**src/rtl/error_display_sequencer.sv**
```systemverilog
// error_display_sequencer
// Shares one error-message 7-segment decoder round-robin between four latched
// error sources and scans the decoder output across four digit anodes.
// Optional feature: define BLINK_EN to blank the anodes in alternate quarters
// of each message's hold time (steady display when undefined).
module error_display_sequencer #(
  parameter int CLK_DIV    = 50000,
  parameter int HOLD_TICKS = 512,
  parameter int N_ERR      = 4
) (
  input  logic             clock,
  input  logic             reset,
  input  logic [N_ERR-1:0] err_req,
  input  logic             err_clr,
  output logic [1:0]       char_sel,
  output logic [1:0]       err_idx,
  output logic [3:0]       digit_en,
  output logic             active
);

  localparam int PW = $clog2(CLK_DIV);
  localparam int HW = $clog2(HOLD_TICKS);
  localparam logic [PW-1:0] PRE_LAST  = PW'(CLK_DIV - 1);
  localparam logic [HW-1:0] HOLD_LAST = HW'(HOLD_TICKS - 1);

  typedef enum logic [1:0] {IDLE, SHOW, NEXT} state_t;

  state_t           state, state_next;
  logic [N_ERR-1:0] pending, pending_next;
  logic [PW-1:0]    prescaler;
  logic [HW-1:0]    hold, hold_next;
  logic [1:0]       digit, digit_next;
  logic [1:0]       last, last_next;
  logic [1:0]       idx_next;
  logic [2:0]       pick;
  logic             tick;
  logic             blank;
  logic [1:0]       char_sel_next;
  logic [3:0]       digit_en_next;
  logic             active_next;

  // First set request found scanning from the slot after 'from', wrapping;
  // result is {found, index}. Scanning all four slots lets a lone source win again.
  function automatic logic [2:0] rr_pick(input logic [3:0] req, input logic [1:0] from);
    logic [2:0] res;
    logic [1:0] cand;
    res = 3'b000;
    for (int k = 1; k <= 4; k++) begin
      cand = from + 2'(k);
      if (!res[2] && req[cand]) res = {1'b1, cand};
    end
    return res;
  endfunction

  assign tick = (prescaler == PRE_LAST);

`ifdef BLINK_EN
  localparam int BLINK_BIT = HW - 2;
  assign blank = hold_next[BLINK_BIT];
`else
  assign blank = 1'b0;
`endif

  // Free-running scan prescaler producing one tick every CLK_DIV clocks.
  always_ff @(posedge clock or posedge reset) begin
    if (reset) prescaler <= '0;
    else       prescaler <= tick ? '0 : prescaler + PW'(1);
  end

  // Next-state logic: latch requests, pick the next source, step digit and hold.
  always_comb begin
    state_next   = state;
    pending_next = (err_clr ? '0 : pending) | err_req;
    hold_next    = hold;
    digit_next   = digit;
    last_next    = last;
    idx_next     = err_idx;
    pick         = 3'b000;
    unique case (state)
      IDLE: begin
        pick = rr_pick(pending_next, last);
        if (tick && pick[2]) begin
          idx_next   = pick[1:0];
          last_next  = pick[1:0];
          hold_next  = '0;
          digit_next = 2'd0;
          state_next = SHOW;
        end
      end
      SHOW: begin
        if (pending_next == '0) begin
          state_next = IDLE;
        end else if (tick) begin
          digit_next = digit + 2'd1;
          hold_next  = hold + HW'(1);
          if (hold == HOLD_LAST) state_next = NEXT;
        end
      end
      NEXT: begin
        // A source whose level is still high keeps its pending bit and is re-shown later.
        pending_next = ((err_clr ? '0 : pending) & ~(N_ERR'(1) << err_idx)) | err_req;
        pick = rr_pick(pending_next, last);
        if (pick[2]) begin
          idx_next   = pick[1:0];
          last_next  = pick[1:0];
          hold_next  = '0;
          digit_next = 2'd0;
          state_next = SHOW;
        end else begin
          state_next = IDLE;
        end
      end
      default: state_next = IDLE;
    endcase
  end

  // Output values computed from the next state so the pins come straight from flops.
  always_comb begin
    active_next   = (state_next != IDLE);
    char_sel_next = 2'd0;
    digit_en_next = 4'b1111;
    if (state_next == SHOW) begin
      char_sel_next = digit_next;
      digit_en_next = ~(4'b0001 << digit_next);
      if (blank) digit_en_next = 4'b1111;
    end
  end

  // State, bookkeeping and registered outputs.
  always_ff @(posedge clock or posedge reset) begin
    if (reset) begin
      state    <= IDLE;
      pending  <= '0;
      hold     <= '0;
      digit    <= 2'd0;
      last     <= 2'd3;
      err_idx  <= 2'd0;
      char_sel <= 2'd0;
      digit_en <= 4'b1111;
      active   <= 1'b0;
    end else begin
      state    <= state_next;
      pending  <= pending_next;
      hold     <= hold_next;
      digit    <= digit_next;
      last     <= last_next;
      err_idx  <= idx_next;
      char_sel <= char_sel_next;
      digit_en <= digit_en_next;
      active   <= active_next;
    end
  end

endmodule

```
**config.mk**
```make
export PLATFORM = sky130hd
export DESIGN_NAME = error_display_sequencer
export DESIGN_NICKNAME = d
export VERILOG_FILES = /design/src/rtl/error_display_sequencer.sv
export SDC_FILE = /design/constraint.sdc
export NUM_CORES = 1
export LEC_CHECK = 0
export ABC_AREA = 0
export CORE_UTILIZATION = 45
export DETAILED_ROUTE_END_ITERATION = 12
export MAX_ROUTING_LAYER = met4
export PLACE_DENSITY_LB_ADDON = 0.08
export SKIP_CTS_REPAIR_TIMING = 1
export SLEW_MARGIN = 20
export SYNTH_ARGS = -nofsm -noshare
export SYNTH_HDL_FRONTEND = slang
export SYNTH_SLANG_ARGS = --single-unit
```
**constraint.sdc**
```tcl
create_clock -name clock -period 2.3 [get_ports clock]
set_input_delay 0.69 -clock clock [delete_from_list [all_inputs] [get_ports clock]]
set_output_delay 0.69 -clock clock [all_outputs]
set_load 0.01 [all_outputs]
```
==> flow_metrics.py <==
metrics = {
    "outcome": {
        "run_status": "completed",
    },
    "power_and_ir_drop": {
        "total_leakage_power_uw": 0.001336,
        "power_density_nw_per_um2": 484.8,
        "max-vdd-ir-drop_mv": 0.3441,
    },
    "flow_run": {
        "max_cap_viol": 0,
    },
    "drt": {
        "drt_iter0_drc": 167,
        "dr.pass1.iters": 4,
        "dr_total_vias": 2027,
        "route.antenna.remaining_nets": 0,
        "drt_wl_total_mm": 5.364,
        "detail_route.wl_per_cell_um": 14.34,
        "route.detailed.drc": 0,
        "vias_per_cell": 5.420,
    },
    "layout": {
        "area_growth_pct": 23.54,
        "fin_cells": 374,
        "ff_latch_area_sq_um": 1109,
        "highest_count_cells_in_the_layout_ignoring_fill_and_taps": "sky130_fd_sc_hd__dfrtp_1, sky130_fd_sc_hd__nand2_1, sky130_fd_sc_hd__buf_4, sky130_fd_sc_hd__nor2_1, sky130_fd_sc_hd__o21ai_0",
        "nets_final": 313,
        "antenna_cells_inserted": 0,
        "nFillCells": 478,
        "post_route_cells_drive_above_1_share_pct": 19.41,
        "layout.cells.most_common": "sky130_fd_sc_hd__dfrtp_1",
        "multi_input_area_sq_um": 1226,
    },
    "clock_tree": {
        "cts_tree": "built",
        "cts_sinks": 44,
        "htree_levels": 2,
        "cts_buffers": 5,
        "cts-root-buf": "sky130_fd_sc_hd__clkbuf_8",
        "cts.path.max_buffers": 2,
        "clk_pin_slew_ns": 0.09,
        "clk-insertion-delay-late_ns": 0.30,
    },
    "yosys": {
        "mean_post_synth_cell_area_sq_um": 9.328,
        "flip_flop_and_latch_count_after_synthesis": 44,
        "synth_ff_type": "sky130_fd_sc_hd__dfrtp_1",
        "mappedNetlistArea_sq_um": 2397,
        "post_synth_main_area_contributors": "sky130_fd_sc_hd__dfrtp_1, sky130_fd_sc_hd__dfstp_2, sky130_fd_sc_hd__nand2_1, sky130_fd_sc_hd__nor2_1, sky130_fd_sc_hd__o21ai_0",
        "yosysUniqueCellTypes": 53,
        "seq_area_frac_synth_pct": 46.24,
        "asyncSetResetFlopFracSynth_pct": 100.0,
        "synth.yosys.warnings": 0,
        "synth-edff-count": 0,
        "yosysTopAreaCell": "sky130_fd_sc_hd__dfrtp_1",
        "synthesis.instances": 257,
        "synth.top_cell.area_share_pct": 39.67,
        "syn_nets": 267,
    },
    "place": {
        "dp_hpwl_mm": 3.961,
        "dp_slack_ns": -0.3154,
        "post-place-cells": 366,
        "port-buffer-count": 15,
        "gp_routability_congestion": 0.8316,
    },
    "timing": {
        "final_max_slew_viol_count": 0,
        "worst_rel_slew_slack_pct": 64.01,
        "whs_ns": 0.4929,
        "setup_viol": 0,
        "timing.fmax_mhz": 464.5,
        "layout_min_cycle_time_ns": 2.153,
        "clock_skew_ns": 0.004206,
        "timing.final.hold_violations": 0,
        "tns_ns": 0,
        "worstMarginPinSlew_ns": 0.5398,
        "final.period_utilization_pct": 93.60,
        "finalWorstSetupSlack_ns": 0.1473,
    },
    "worst_hold_path": {
        "hold_path_class": "flop to flop",
        "hold-path-cell-count": 1,
    },
    "critical_path": {
        "cp_data_required_time_ns": 2.55,
        "worst_r2r_path_depth": 6,
        "cpMostUsedCell": "sky130_fd_sc_hd__buf_4",
        "cp_data_arrival_time_ns": 2.40,
        "cp_max_fo": 4,
        "worstPathCellList": "clkdlybuf4s50_1 > buf_4 > buf_4 > o32ai_1 > a222oi_1 > or4_1 > nand3_1",
        "timing_worst_setup_path_type": "input port to flop",
        "start_kind": "input port",
        "timing.critical_path.slowest_cell_delay_ns": 0.45,
        "critPathSlowestCell": "sky130_fd_sc_hd__or4_1",
        "endpoint_kind": "flop",
    },
    "global_route": {
        "number_of_global_route_vias_before_repair": 1919,
        "grt_start_max_net_pins": 32,
        "grt_first_pass_wirelength_mm": 8.956,
        "track_usage_pct": 22.07,
        "number_of_antenna_violations_at_the_first_check_in_global_routing": 0,
        "grt_overflow_total": 0,
    },
    "die": {
        "die_h_um": 74.99,
        "dieWidth_um": 74.99,
        "top_level_ports": 16,
        "floorplan.core_area_sq_um": 5107,
        "overall_die_area_sq_um": 5624,
        "initial_core_util_pct": 46.94,
        "placement_rows": 26,
    },
}
==> worst max-delay path: cells and delay by family <==
| kind | cells | cell delay (ns) |
|---|---|---|
| and+or+nand+nor | 2 | 0.56 |
| buffers and inverters | 3 | 0.72 |
| AOI/OAI and AO/OA | 2 | 0.43 |
==> final timing paths <==
path / start / end / slack (ns)
setup / recovery: err_req[0] / last[0] / 0.15
hold / removal: prescaler[0] / prescaler[0] / 0.49
setup reg to reg: prescaler[0] / hold[7] / 0.21
hold reg to reg: prescaler[0] / prescaler[0] / 0.49
max in group asynchronous: reset / digit_en[2] / 1.11
min in group asynchronous: reset / pending[2] / 0.65
==> state kept, by name, summed over array words and instances, names as in the netlist <==
register   cells
last           2
char_sel       2
digit          2
prescaler     16
state          2
active         1
pending        4
err_idx        2
hold           9
digit_en       4
==> kinds of logic (layout without fill, tap and decap cells) <==
kind of cell | after synthesis | after routing | share of synthesized area (%)
compound gates | 60 | 60 | 17.28
mux | 1 | 1 | 0.4176
flops | 44 | 44 | 46.24
buf+inv | 18 | 65 | 3.183
simple gates | 119 | 119 | 26.93
xor+xnor | 12 | 12 | 4.384
fa+ha+maj | 3 | 3 | 1.566
==> Yosys cell counts, types with 2 or more instances <==
master / number
sky130_fd_sc_hd__o211ai_1: 3
sky130_fd_sc_hd__clkbuf_1: 6
sky130_fd_sc_hd__nand4b_1: 3
sky130_fd_sc_hd__a2bb2oi_1: 2
sky130_fd_sc_hd__nand4bb_1: 2
sky130_fd_sc_hd__dfstp_2: 6
sky130_fd_sc_hd__nor2b_1: 6
sky130_fd_sc_hd__or2_2: 2
sky130_fd_sc_hd__o21ai_0: 16
sky130_fd_sc_hd__a32oi_1: 2
sky130_fd_sc_hd__nand2b_1: 4
sky130_fd_sc_hd__or3_1: 3
sky130_fd_sc_hd__nand4_1: 5
sky130_fd_sc_hd__a21o_1: 6
sky130_fd_sc_hd__nor2_1: 22
sky130_fd_sc_hd__ha_1: 3
sky130_fd_sc_hd__nor3_1: 2
sky130_fd_sc_hd__xnor2_1: 4
sky130_fd_sc_hd__nor3b_1: 2
sky130_fd_sc_hd__or4_1: 3
sky130_fd_sc_hd__o21bai_1: 3
sky130_fd_sc_hd__dfrtp_1: 38
sky130_fd_sc_hd__and3_1: 7
sky130_fd_sc_hd__a21oi_1: 15
sky130_fd_sc_hd__o21a_1: 2
sky130_fd_sc_hd__inv_1: 9
sky130_fd_sc_hd__nand2_1: 36
sky130_fd_sc_hd__and4_1: 2
sky130_fd_sc_hd__xor2_1: 8
sky130_fd_sc_hd__nand3_1: 12
==> power breakdown <==
part	total, uW	internal [uW]	switching (uW)
logic	124	60.0	63.5
registers	789	782	7.54
clock network	523	246	277
total	1440	1090	348
==> per-stage QoR <==
stage               utilization (%)  power (uW)  area (sq um)
floorplan                         -       863.9          2397
global placement              55.78       927.9          2849
detailed placement            55.78       928.5          2849
CTS                           57.67        1453          2945
global route                  57.99        1495          2962
finish                        57.99        1436          2962
==> per-layer routing <==
layer	global-route usage [%]	wire length [um]	part of all wire, %
met4	6.289	66	1.2
met2	34.03	2501	47
met3	4.150	183	3.4
met1	29.76	2613	49
met5	-	0	0
==> final cells by class <==
cell class / instances / share of cell area [%]
inverters: 10 / 1.267
repair buffers: 47 / 13.69
clock inverters: 2 / 0.4647
multi-input cells: 195 / 41.40
flip-flops and latches: 44 / 37.43
clock buffers: 6 / 2.788
well taps: 70 / 2.957
No activity file was read; power rests on OpenSTA's default activity.
